--- config.mk ---
export PLATFORM = sky130hd
export DESIGN_NAME = multicycle_sequencer
export DESIGN_NICKNAME = d
export VERILOG_FILES = /design/src/rtl/multicycle_sequencer.sv
export SDC_FILE = /design/constraint.sdc
export NUM_CORES = 1
export LEC_CHECK = 0
export ABC_AREA = 1
export CORE_UTILIZATION = 39
export DETAILED_ROUTE_END_ITERATION = 8
export GPL_TIMING_DRIVEN = 0
export PLACE_DENSITY_LB_ADDON = 0.2
export SYNTH_ARGS = -nofsm -noshare
export SYNTH_HDL_FRONTEND = slang
export SYNTH_SLANG_ARGS = --single-unit
--- constraint.sdc ---
create_clock -name clk -period 1.9 [get_ports clk]
set_input_delay 0.38 -clock clk [delete_from_list [all_inputs] [get_ports clk]]
set_output_delay 0.38 -clock clk [all_outputs]
set_load 0.02 [all_outputs]
--- src/rtl/multicycle_sequencer.sv ---
// Multi-cycle FETCH/DECODE/EXEC/MEM/WB control sequencer owning the PC and IR.
// Optional macro SEQ_TIMEOUT_EN: 16-cycle handshake timeout that halts the core with err set.
module multicycle_sequencer #(
  parameter int WIDTH   = 32,
  parameter int IMEM_AW = 7
) (
  input  logic              clk,
  input  logic              rst,
  output logic              imem_req,
  input  logic              imem_ack,
  input  logic [31:0]       instr_in,
  output logic [31:0]       ir,
  input  logic              branch_taken,
  input  logic [WIDTH-1:0]  branch_target,
  output logic              dmem_req,
  output logic              dmem_we,
  input  logic              dmem_ack,
  output logic              rf_we,
  output logic [WIDTH-1:0]  pc,
  output logic [2:0]        state,
  output logic              halted,
  output logic              err
);

  typedef enum logic [2:0] {
    S_FETCH  = 3'd0,
    S_DECODE = 3'd1,
    S_EXEC   = 3'd2,
    S_MEM    = 3'd3,
    S_WB     = 3'd4,
    S_HALT   = 3'd5
  } state_t;

  localparam logic [IMEM_AW-1:0] PC_ONE = 1;

  state_t             r_state;
  state_t             w_stateNext;
  logic [IMEM_AW-1:0] r_pc;
  logic [IMEM_AW-1:0] r_jump;
  logic [31:0]        r_ir;
  logic [IMEM_AW-1:0] w_pcNext;
  logic [IMEM_AW-1:0] w_pcInc;
  logic [IMEM_AW-1:0] w_target;
  logic               w_irLoad;
  logic               w_jumpLoad;
  logic               w_timeout;
  logic               w_unusedTargetBits;
  logic [6:0]         w_opcode;
  logic               w_isLoad;
  logic               w_isStore;
  logic               w_isBranch;
  logic               w_isJump;
  logic               w_isHalt;

  assign w_opcode   = r_ir[6:0];
  assign w_isLoad   = (w_opcode == 7'b0000011);
  assign w_isStore  = (w_opcode == 7'b0100011);
  assign w_isBranch = (w_opcode == 7'b1100011);
  assign w_isJump   = (w_opcode == 7'b1101111) || (w_opcode == 7'b1100111);
  assign w_isHalt   = (w_opcode == 7'b1111111);

  // Only the low IMEM_AW bits of a redirect address are meaningful
  assign w_pcInc            = r_pc + PC_ONE;
  assign w_target           = branch_target[IMEM_AW-1:0];
  assign w_unusedTargetBits = ^branch_target[WIDTH-1:IMEM_AW];

  always_ff @(posedge clk) begin
    if (!rst) r_state <= S_FETCH;
    else      r_state <= w_stateNext;
  end

  always_comb begin
    w_stateNext = r_state;
    w_pcNext    = r_pc;
    w_irLoad    = 1'b0;
    w_jumpLoad  = 1'b0;
    case (r_state)
      S_FETCH: begin
        if (imem_ack) begin
          w_irLoad    = 1'b1;
          w_stateNext = S_DECODE;
        end else if (w_timeout) begin
          w_stateNext = S_HALT;
        end
      end
      S_DECODE: w_stateNext = w_isHalt ? S_HALT : S_EXEC;
      S_EXEC: begin
        if (w_isLoad || w_isStore) begin
          w_stateNext = S_MEM;
        end else if (w_isBranch) begin
          w_pcNext    = branch_taken ? w_target : w_pcInc;
          w_stateNext = S_FETCH;
        end else if (w_isJump) begin
          w_jumpLoad  = 1'b1;
          w_stateNext = S_WB;
        end else begin
          w_stateNext = S_WB;
        end
      end
      S_MEM: begin
        if (dmem_ack) begin
          if (w_isStore) begin
            w_pcNext    = w_pcInc;
            w_stateNext = S_FETCH;
          end else begin
            w_stateNext = S_WB;
          end
        end else if (w_timeout) begin
          w_stateNext = S_HALT;
        end
      end
      S_WB: begin
        w_pcNext    = w_isJump ? r_jump : w_pcInc;
        w_stateNext = S_FETCH;
      end
      S_HALT:  w_stateNext = S_HALT;
      default: w_stateNext = S_FETCH;
    endcase
  end

  always_ff @(posedge clk) begin
    if (!rst) begin
      r_pc   <= '0;
      r_ir   <= '0;
      r_jump <= '0;
    end else begin
      r_pc <= w_pcNext;
      if (w_irLoad)   r_ir   <= instr_in;
      if (w_jumpLoad) r_jump <= w_target;
    end
  end

`ifdef SEQ_TIMEOUT_EN
  logic [3:0] r_wait;
  logic       r_err;
  logic       w_waiting;

  // Counter is zero in every non-waiting cycle, so it starts clean on each FETCH/MEM entry
  assign w_waiting = ((r_state == S_FETCH) && !imem_ack) || ((r_state == S_MEM) && !dmem_ack);
  assign w_timeout = w_waiting && (r_wait == 4'hF);

  always_ff @(posedge clk) begin
    if (!rst)           r_wait <= '0;
    else if (w_waiting) r_wait <= r_wait + 4'd1;
    else                r_wait <= '0;
  end

  always_ff @(posedge clk) begin
    if (!rst)           r_err <= 1'b0;
    else if (w_timeout) r_err <= 1'b1;
  end

  assign err = r_err;
`else
  assign w_timeout = 1'b0;
  assign err       = 1'b0;
`endif

  assign imem_req = (r_state == S_FETCH);
  assign dmem_req = (r_state == S_MEM);
  assign dmem_we  = (r_state == S_MEM) && w_isStore;
  assign rf_we    = (r_state == S_WB);
  assign halted   = (r_state == S_HALT);
  assign state    = r_state;
  assign ir       = r_ir;
  assign pc       = {{(WIDTH-IMEM_AW){1'b0}}, r_pc};

endmodule

==> flow_results.xml, run 1 <==
<?xml version="1.0" encoding="UTF-8"?>
<metrics>
  <group name="run_status">
    <metric name="status" unit="">completed</metric>
  </group>
  <group name="routing">
    <metric name="via_per_inst" unit="">4.753</metric>
    <metric name="detailroute.via_count" unit="">2809</metric>
    <metric name="drt-wirelength-per-cell" unit="µm">11.52</metric>
    <metric name="drtPass1Iterations" unit="">4</metric>
    <metric name="drt_iter0_markers" unit="">108</metric>
    <metric name="drt_drc_violations_left" unit="">0</metric>
    <metric name="detail_route_antenna_nets" unit="">0</metric>
    <metric name="routed_wl" unit="mm">6.811</metric>
  </group>
  <group name="setup_path">
    <metric name="timing.critical_path.fanout_max" unit="">9</metric>
    <metric name="worst_setup_path_endpoint" unit="">dmem_req</metric>
    <metric name="rr_startpoint" unit="">ir[5]</metric>
    <metric name="timing.critical_path.required" unit="ns">1.52</metric>
    <metric name="crit_buf_inv" unit="">3</metric>
    <metric name="critical_path_cell_count" unit="">4</metric>
    <metric name="critical_path.slowest_cell" unit="">dfxtp_1</metric>
    <metric name="critPathCaptureType" unit="">output port</metric>
    <metric name="cp.arrival" unit="ns">1.44</metric>
    <metric name="critical-path-max-stage-delay" unit="ns">0.39</metric>
    <metric name="cp_cell_sequence" unit="">inv_2 &gt; nand3_4 &gt; clkinv_2 &gt; dlygate4sd2_1</metric>
    <metric name="critical_path.startpoint" unit="">state[2]</metric>
    <metric name="reg2reg_to" unit="">r_jump[4]</metric>
    <metric name="critical_path_class" unit="">flop to output port</metric>
    <metric name="element_type_at_the_critical_path_start" unit="">flop</metric>
    <metric name="reg2regPathDepth" unit="">7</metric>
    <metric name="path_delay_family" unit="">buffers and inverters</metric>
    <metric name="r2r_slack" unit="ns">0.26</metric>
  </group>
  <group name="floorplan">
    <metric name="die_width" unit="µm">83.36</metric>
    <metric name="num_rows" unit="">29</metric>
    <metric name="die_h" unit="µm">83.36</metric>
    <metric name="initial_util" unit="">0.4042</metric>
    <metric name="die_area" unit="µm²">6948</metric>
    <metric name="fp.coreArea" unit="µm²">6386</metric>
    <metric name="boundaryPins" unit="">142</metric>
  </group>
  <group name="timing">
    <metric name="final.min_clock_period" unit="ns">1.816</metric>
    <metric name="final_max_slew_viol_count" unit="">0</metric>
    <metric name="whs" unit="ns">0.4580</metric>
    <metric name="report.final.setup_viol" unit="">0</metric>
    <metric name="worst_slack" unit="ns">0.08425</metric>
    <metric name="rsz0062_at_grt" unit="">false</metric>
    <metric name="post-route-period-util" unit="">0.9557</metric>
    <metric name="final-hold-violation-count" unit="">0</metric>
    <metric name="timing.clock.skew" unit="ns">0.007655</metric>
    <metric name="setup_tns" unit="ns">0</metric>
    <metric name="clock.fmax" unit="GHz">0.5507</metric>
  </group>
  <group name="clock_network">
    <metric name="clock_sink_count" unit="">49</metric>
    <metric name="cts_inserted_buffers" unit="">5</metric>
    <metric name="worstSkewPairLatency" unit="ns">0.31</metric>
    <metric name="cts_tree" unit="">yes</metric>
    <metric name="cts-root-buf" unit="">clkbuf_8</metric>
    <metric name="clkTransAtPathRegs" unit="ns">0.10</metric>
    <metric name="holdBufCountCts" unit="">0</metric>
    <metric name="quantity_of_gates_resized_following_cts" unit="">11</metric>
    <metric name="ctsHtreeMaxLevel" unit="">2</metric>
    <metric name="setup_bufs_post_cts" unit="">0</metric>
    <metric name="cts_max_path_bufs" unit="">2</metric>
  </group>
  <group name="placed_design">
    <metric name="hpwl" unit="mm">5.182</metric>
    <metric name="post-place-ws" unit="ns">-0.1904</metric>
    <metric name="cells_after_dpl" unit="">584</metric>
    <metric name="detailed_place.area" unit="µm²">3672</metric>
    <metric name="gpl.final_weighted_congestion" unit="">0.8600</metric>
    <metric name="buffer_ports.inserted" unit="">90</metric>
  </group>
  <group name="yosys">
    <metric name="synth-seq-area-share" unit="">0.3800</metric>
    <metric name="cell_area_after_synthesis" unit="µm²">2581</metric>
    <metric name="yosysUniqueCellTypes" unit="">25</metric>
    <metric name="synthesis.yosys.warnings" unit="">0</metric>
    <metric name="syn_avg_cell_area" unit="µm²">6.585</metric>
    <metric name="synthesis_stage_register_bit_count" unit="">49</metric>
    <metric name="postSynthCellCount" unit="">392</metric>
  </group>
  <group name="power_and_ir_drop">
    <metric name="power.density" unit="nW/µm²">866.5</metric>
    <metric name="total_leakage_power" unit="nW">1.706</metric>
    <metric name="vdd.ir_drop.worst" unit="mV">0.5802</metric>
  </group>
  <group name="final_layout">
    <metric name="fraction_of_final_layout_cells_sized_beyond_drive_strength_1" unit="">0.1128</metric>
    <metric name="nets_final" unit="">583</metric>
    <metric name="final_area" unit="µm²">3771</metric>
    <metric name="final-instance-count-excl-fill" unit="">591</metric>
    <metric name="flow.area_growth_from_synthesis" unit="%">46.10</metric>
    <metric name="n_antenna_cell" unit="">0</metric>
  </group>
  <group name="grt">
    <metric name="maximum_number_of_pins_on_one_net_before_global_route_repair" unit="">18</metric>
    <metric name="track_usage" unit="">0.1962</metric>
    <metric name="grt-ovfl-total" unit="">0</metric>
    <metric name="grt_antenna_before_repair" unit="">0</metric>
    <metric name="number_of_global_route_vias_before_repair" unit="">2619</metric>
    <metric name="wire_length_of_the_first_global_routing_pass" unit="mm">11.24</metric>
  </group>
  <group name="job">
    <metric name="drv_cap" unit="">0</metric>
  </group>
  <group name="worst_hold_path">
    <metric name="min_from" unit="">r_jump[5]</metric>
    <metric name="hold_class" unit="">flop to flop</metric>
  </group>
</metrics>
==> cells in the mapped netlist (all sizes together) <==
cell | instances | area [µm²]
clkinv | 1 | 3.750
or2 | 1 | 8.760
a31oi | 1 | 6.260
inv | 31 | 116.4
buf | 31 | 226.5
nand4 | 5 | 31.28
o21bai | 1 | 7.510
o211ai | 1 | 7.510
clkbuf | 10 | 47.54
dfxtp | 49 | 980.9
nor2 | 48 | 185.2
ha | 1 | 12.51
o21ai | 18 | 90.09
nor3 | 2 | 10.01
nand2 | 106 | 405.4
nand3 | 49 | 257.8
conb | 1 | 3.750
a21oi | 36 | 180.2
==> layer usage <==
metal,share of wire,global-route usage
met2,0.49,0.3435
met1,0.42,0.2283
met5,0,0
met3,0.081,0.07157
met4,0.0072,0.04232
==> per-stage QoR <==
step                        util  power [mW]
after floorplan                -       2.011
after global placement    0.5750       2.480
after detailed placement  0.5750       2.499
after CTS                 0.5931       3.293
after global routing      0.5905       3.483
final                     0.5905       3.268
==> flip-flops by register name, indices dropped and copies added (netlist names) <==
name    cells
r_pc        7
r_jump      7
state       3
ir         32
==> final cells by class <==
cell class                 instances  area, µm²
fill                             635       2615
inverter                          32      121.4
sequential                        49      984.7
multi-input combinational        295       1300
clock inverter                     3      50.05
timing repair buffer              90      879.6
tap                               77      96.34
clock buffer                       5      68.82
buffer                            40      270.3
==> cells in the final DEF, fill, tap and decap left out, drive strengths merged <==
master         netlist  routed
a21oi               36      36
nand3               49      49
nand2              106     106
or2                  1       1
nand4                5       5
o211ai               1       1
dfxtp               49      49
nor3                 2       2
dlygate4sd2          0       1
clkdlybuf4s50        0      85
nor2                48      48
buf                 31      32
ha                   1       1
clkbuf              10      17
o21bai               1       1
bufinv               0       1
o21ai               18      18
conb                 1      26
clkinv               1       2
inv                 31      32
a31oi                1       1
==> tightest hold or removal path, cell delays in order, from the launching register on <==
cell	delay (ns)
dfxtp_1	0.31
inv_1	0.06
a21oi_1	0.05
==> worst min-delay path by stage <==
| stage | endpoint | depth (start not counted) |
|---|---|---|
| final | r_jump[5] | 2 |
| after global routing | r_jump[5] | 2 |
| after CTS | r_jump[5] | 2 |
| after detailed placement | r_jump[5] | 2 |
| after global placement | r_jump[4] | 2 |
| after floorplan | r_jump[3] | 2 |
==> report_power, final <==
group / switching [mW] / internal (mW)
Sequential: 0.109 / 1.15
Clock: 0.391 / 0.404
Combinational: 0.689 / 0.524
==> kinds of logic after synthesis <==
logic type / synth area share
buffers and inverters: 0.1527
AND/OR/NAND/NOR: 0.3480
adder cells (fa/ha/maj): 0.004847
other: 0.001453
AO/OA/AOI/OAI: 0.1129
flip-flops: 0.3800
No activity file was read; power rests on OpenSTA's default activity.
==> inputs of run 2 (changes only) <==
SLEW_MARGIN = 20   (was unset)
==> results of run 2 <==
The final DEF is identical to that of run 1; final timing and power are the same.
